==> src/rtl/serv_mac_seq_pkg.sv <==
// Shared definitions for the SERV multi-step MAC loop sequencer.
// Holds the loop state encoding and the PC offset helpers derived from NSTEP.
package serv_mac_seq_pkg;

    typedef enum logic [1:0] {
        ST_IDLE = 2'd0,
        ST_ARM  = 2'd1,
        ST_RUN  = 2'd2
    } mac_state_e;

    localparam int INSN_BYTES = 4;

    // PC displacement serv_ctrl applies for a loop-back from the last step
    function automatic int back_bytes(input int nstep);
        return INSN_BYTES * (nstep - 1);
    endfunction

    // PC displacement serv_ctrl applies to jump past the whole body
    function automatic int skip_bytes(input int nstep);
        return INSN_BYTES * nstep;
    endfunction

    function automatic int load_slots(input int cw, input int w);
        return (cw + w - 1) / w;
    endfunction

endpackage

==> src/rtl/serv_mac_seq_cnt_load.sv <==
// Serial W-bit loader for the loop count: LSB-first shift-in over ceil(CW/W) slots,
// with a strobe in the slot that completes the CW-bit value.
module serv_mac_seq_cnt_load
    import serv_mac_seq_pkg::*;
#(
    parameter int W  = 1,
    parameter int CW = 8
) (
    input  logic          clk,
    input  logic          i_rst,
    input  logic          en,
    input  logic          cnt0,
    input  logic [W-1:0]  din,
    output logic [CW-1:0] load_val,
    output logic          load_stb
);

    localparam int NSLOT = load_slots(CW, W);
    localparam int PW    = $clog2(NSLOT + 1);
    localparam int AW    = NSLOT * W;

    logic [PW-1:0] pos_q;
    logic [PW-1:0] slot;
    logic [AW-1:0] acc_q;
    logic [AW-1:0] acc_d;
    logic          wr;

    // Slots beyond the last kept one are ignored, so high rs1 bits never land
    always_comb begin
        slot     = cnt0 ? '0 : pos_q;
        wr       = en && (int'(slot) < NSLOT);
        acc_d    = acc_q;
        if (wr) begin
            acc_d[int'(slot) * W +: W] = din;
        end
        load_stb = wr && (int'(slot) == NSLOT - 1);
        load_val = acc_d[CW-1:0];
    end

    always_ff @(posedge clk or posedge i_rst) begin
        if (i_rst) begin
            pos_q <= '0;
        end else if (wr) begin
            pos_q <= slot + PW'(1);
        end
    end

    always_ff @(posedge clk) begin
        if (wr) begin
            acc_q <= acc_d;
        end
    end

endmodule

==> src/rtl/serv_mac_seq.sv <==
// Loop sequencer for NSTEP-instruction MAC bodies in the bit-serial SERV core.
// Loads the pass count from rs1 on first entry and steers serv_ctrl's PC each pass.
module serv_mac_seq
    import serv_mac_seq_pkg::*;
#(
    parameter int W     = 1,
    parameter int CW    = 8,
    parameter int NSTEP = 2
) (
    input  logic          clk,
    input  logic          i_rst,
    input  logic          i_mac_first,
    input  logic          i_mac_last,
    input  logic          i_init,
    input  logic          i_cnt_en,
    input  logic          i_cnt0,
    input  logic          i_cnt_done,
    input  logic          i_alu_cmp,
    input  logic [W-1:0]  i_rs1,
    input  logic          i_abort,
    output logic          o_pc_plus0,
    output logic          o_pc_back,
    output logic          o_pc_skip,
    output logic          o_active,
    output logic [CW-1:0] o_iter
);

    localparam int BACK_BYTES = back_bytes(NSTEP);
    localparam int SKIP_BYTES = skip_bytes(NSTEP);

    if (BACK_BYTES < INSN_BYTES || SKIP_BYTES != BACK_BYTES + INSN_BYTES) begin : g_nstep_check
        $error("serv_mac_seq: NSTEP must be at least 2");
    end

    mac_state_e    state_q;
    mac_state_e    state_d;
    logic [CW-1:0] iter_q;
    logic [CW-1:0] iter_d;
    logic          cmp_q;
    logic          cmp_d;

    logic          step_first;
    logic          step_last;
    logic          exec_ph;
    logic          ld_en;
    logic          ld_stb;
    logic [CW-1:0] ld_val;

    // A body of one step is not a legal loop, so first&last together decodes as neither
    assign step_first = i_mac_first & ~i_mac_last;
    assign step_last  = i_mac_last & ~i_mac_first;
    assign exec_ph    = ~i_init;
    assign ld_en      = (state_q == ST_IDLE) && step_first && i_init && i_cnt_en && !i_abort;

    serv_mac_seq_cnt_load #(
        .W  (W),
        .CW (CW)
    ) u_cnt_load (
        .clk      (clk),
        .i_rst    (i_rst),
        .en       (ld_en),
        .cnt0     (i_cnt0),
        .din      (i_rs1),
        .load_val (ld_val),
        .load_stb (ld_stb)
    );

    always_comb begin
        state_d    = state_q;
        iter_d     = iter_q;
        cmp_d      = cmp_q;
        o_pc_plus0 = 1'b0;
        o_pc_back  = 1'b0;
        o_pc_skip  = 1'b0;

        case (state_q)
            ST_IDLE: begin
                if (ld_stb) begin
                    iter_d = ld_val;
                end
                if (step_first && i_init && i_cnt_done) begin
                    state_d = ST_ARM;
                end
            end

            // Execute phase of the loading step 1: re-run it armed, or skip an empty loop
            ST_ARM: begin
                if (step_first && exec_ph) begin
                    if (iter_q == '0) begin
                        o_pc_skip = 1'b1;
                        if (i_cnt_done) begin
                            state_d = ST_IDLE;
                        end
                    end else begin
                        o_pc_plus0 = 1'b1;
                        if (i_cnt_done) begin
                            state_d = ST_RUN;
                        end
                    end
                end
            end

            ST_RUN: begin
                if (step_first && i_init) begin
                    if (i_cnt_en) begin
                        cmp_d = i_alu_cmp;
                    end else if (i_cnt0) begin
                        cmp_d = 1'b0;
                    end
                end

                if (step_first && exec_ph && cmp_q) begin
                    o_pc_skip = 1'b1;
                    if (i_cnt_done) begin
                        state_d = ST_IDLE;
                        iter_d  = '0;
                        cmp_d   = 1'b0;
                    end
                end else if (step_last && exec_ph) begin
                    if (iter_q > CW'(1)) begin
                        o_pc_back = 1'b1;
                        if (i_cnt_done) begin
                            iter_d = iter_q - CW'(1);
                        end
                    end else if (i_cnt_done) begin
                        state_d = ST_IDLE;
                        iter_d  = '0;
                        cmp_d   = 1'b0;
                    end
                end
            end

            default: begin
                state_d = ST_IDLE;
            end
        endcase

        // A taken trap cancels the loop and silences PC steering in the same cycle
        if (i_abort) begin
            state_d    = ST_IDLE;
            iter_d     = '0;
            cmp_d      = 1'b0;
            o_pc_plus0 = 1'b0;
            o_pc_back  = 1'b0;
            o_pc_skip  = 1'b0;
        end
    end

    always_ff @(posedge clk or posedge i_rst) begin
        if (i_rst) begin
            state_q <= ST_IDLE;
            iter_q  <= '0;
            cmp_q   <= 1'b0;
        end else begin
            state_q <= state_d;
            iter_q  <= iter_d;
            cmp_q   <= cmp_d;
        end
    end

    assign o_active = (state_q != ST_IDLE);
    assign o_iter   = iter_q;

endmodule

==> config.mk <==
export PLATFORM = sky130hd
export DESIGN_NAME = serv_mac_seq
export DESIGN_NICKNAME = d
export VERILOG_FILES = /design/src/rtl/serv_mac_seq_pkg.sv /design/src/rtl/serv_mac_seq_cnt_load.sv /design/src/rtl/serv_mac_seq.sv
export SDC_FILE = /design/constraint.sdc
export NUM_CORES = 1
export LEC_CHECK = 0
export CAP_MARGIN = 20
export CORE_ASPECT_RATIO = 1.75
export CORE_MARGIN = 3
export CORE_UTILIZATION = 49
export CTS_BUF_LIST = sky130_fd_sc_hd__clkbuf_16
export DETAILED_ROUTE_END_ITERATION = 10
export HOLD_SLACK_MARGIN = 0.12
export PLACE_DENSITY = 0.7
export SYNTH_ARGS = -nofsm -noshare
export SYNTH_HDL_FRONTEND = slang
export SYNTH_SLANG_ARGS = --single-unit
==> constraint.sdc <==
create_clock -name clk -period 6.5 [get_ports clk]
set_input_delay 0.65 -clock clk [delete_from_list [all_inputs] [get_ports clk]]
set_output_delay 0.65 -clock clk [all_outputs]
set_load 0.02 [all_outputs]
==> run metrics <==
Starting Density=roughly 52%; CP required=5.85 ns; grt total ovfl=0; Post-Syn Area=2067 sq um; gpl congestion=0.8857; worst min path class=register to register; RSZ-0062 raised after global routing=no; drt first pass iters=4; Syn Nets=roughly 260; post-route ant nets=0; CTS Root Cell=clkbuf_16; post_cts resized=0; Max Cap Viol=0; Die Width=55.10 microns; Syn Inst Count=236; Final Hold Fails=0; post-route clock period utilization=~54%; async set or reset register ratio after synthesis=65.22%; top-count cell post-synth=inv_1; CTS max path bufs=2; Leak=around 0.89 nW; post-route minimum period=3.535 ns; post-synth top area share=18.16%; Yosys warning total=0; top post-synthesis cells by area=dfrtp_1 18%, edfxtp_1 12%, ha_1 6.7%; vias in the first global route=~1800; Port Buffers=22; Final Skew=0.001425 ns; Slew @ Worst Pin=~0.97 ns; CP startpoint kind=input port; Final Setup Violations=0; pre-CTS setup slack=between 2 and 3 ns; first-pass GRT wire length=8.349 mm; DPL Wire Length=4.048 mm; EDFF count, synth=8; area grow syn2layout=13.80%; Worst Path Arrival=2.89 ns; Seq/Total Area, Yosys=29.78%; fmax=282.9 MHz; crit path max fanout=10; Boundary Pins=23; sw power=0.2730 mW; area of the die=5064 sq um; top cells by count, synth=17 x inv_1, 15 x dfrtp_1, 13 x nand2_1, 13 x nor2_1; Worst Setup End Kind=output port; diodes inserted=0; Die Span Y=approximately 90 microns; Comb pwr share=49.0%; postcts setup bufs=0; ratio of cells with drive above 1 in the final layout=a little under a tenth; total power=0.6416 mW; #FFs+latches synth=23; Primary FF master, synth=dfrtp_1; Slew Viols, Final=0; Seq pwr share=between 20% and 30%; Residual DRC=0; Fillers=381; Worst VDD drop=about 0.17 mV; CP Class=input port to output port; total CTS buffers=3; clock share of power=21.3%; initial antenna violation count=0; Relative slew margins=35.41%; CTS clk-pin slew, worst paths=0.06 ns; NumNets Final=273; synthesized area per cell=between 8 and 9 sq um; worst skew pair latency=0.26 ns; Cell variety after synth=68; final wirelength=5.300 mm; DR WL/cell=roughly 18 microns; internal power=0.3685 mW; Via density=6.430; largest net degree at the start of global routing=28; hold_buf cts=0; overall routing resource usage=approximately 22%; Initial DRC Count=44; Sink Count=23; Power per Cell Area=272.7 nW/um^2; CTS tree=yes; H-tree depth=1; core area=3979 sq um; Yosys top cell by area=dfrtp_1; setup TNS=0 ns; worst setup margin=roughly 3.0 ns; status=completed; Core Rows=30; Sw Ratio=42.56%; worst hold slack=0.5225 ns; via count=1916
-- critical path: stages --
cell and delay [ns]:
clkdlybuf4s50_1 0.65, nand4bb_1 0.42, o31ai_2 0.27, nor3b_1 0.26
clkdlybuf4s50_1 0.64
-- cells in the final DEF (no fill, tap or decap), drive strengths merged, types with 4 or more instances in the layout --
cell,instances
nor2,13
a31o,4
edfxtp,8
nand2,13
nand3,7
dfrtp,15
nand3b,4
nand4,4
o31a,4
ha,11
a31oi,7
clkdlybuf4s50,22
nand2b,6
o21ai,12
inv,17
a211oi,9
nor2b,5
o311ai,4
a21oi,10
o32ai,5
a21o,5
nor4,4
nor3,12
or3,4
-- path summary, 6_finish.rpt --
kind | start | end | slack (ns) | depth (start not counted)
worst max-delay path | i_init | o_pc_back | 2.96 | 5
worst min-delay path | u_cnt_load.pos_q[3] | u_cnt_load.pos_q[3] | 0.52 | 2
worst max register to register | state_q[0] | o_iter[2] | 3.72 | 7
worst min register to register | u_cnt_load.pos_q[3] | u_cnt_load.pos_q[3] | 0.52 | 2
max in group asynchronous | i_rst | o_iter[4] | 5.31 | 2
min in group asynchronous | i_rst | state_q[1] | 0.78 | 2
-- cell families (layout without fill, tap and decap cells) --
kind of cell | Yosys count | count (layout) | synth area share [%]
xor+xnor | 3 | 3 | 1.271
mux | 3 | 3 | 1.574
fa+ha+maj | 11 | 11 | 6.658
compound gates | 82 | 82 | 30.81
buf+inv | 31 | 45 | 7.082
flops | 23 | 23 | 29.78
simple gates | 83 | 83 | 22.82
-- state kept, by name, summed over array words and instances (netlist names) --
register	cells
cmp_q	1
u_cnt_load.acc_q	8
o_iter	8
state_q	2
u_cnt_load.pos_q	4
-- stage by stage --
| step | cell area [sq um] | instances | util (%) |
|---|---|---|---|
| finish | 2352 | 298 | 59.12 |
| global route | 2352 | 298 | 59.12 |
| CTS | 2352 | 298 | 59.12 |
| detailed placement | 2272 | 294 | 57.11 |
| global placement | 2272 | 294 | 57.11 |
| floorplan | 2067 | 236 | - |
-- power groups by stage --
stage	Combinational (mW)	Sequential (mW)	Clock [mW]
3_5_place_dp	0.312	0.193	0
3_3_place_gp	0.307	0.193	0
6_report	0.314	0.191	0.136
2_1_floorplan	0.230	0.198	0
5_1_grt	0.343	0.194	0.142
4_1_cts	0.313	0.190	0.138
-- metal layers --
metal / up-vias / share of wire, % / GRT usage, %
met4: 0 / 1.6 / 6.491
met5: - / 0 / 0
met3: 6 / 2.0 / 1.951
met2: 40 / 54 / 39.23
met1: 935 / 42 / 26.31
li1: 935 / - / -
-- cell type report --
cell class	count	area (sq um)	area share, %
Timing Repair Buffer	22	220.2	9.362
Clock buffer	3	75.07	3.191
Sequential cell	23	615.6	26.17
Clock inverter	1	5.005	0.2128
Inverter	19	71.32	3.032
Multi-Input combinational cell	182	1305	55.48
Tap cell	48	60.06	2.553
(Power assumes the default switching activity.)
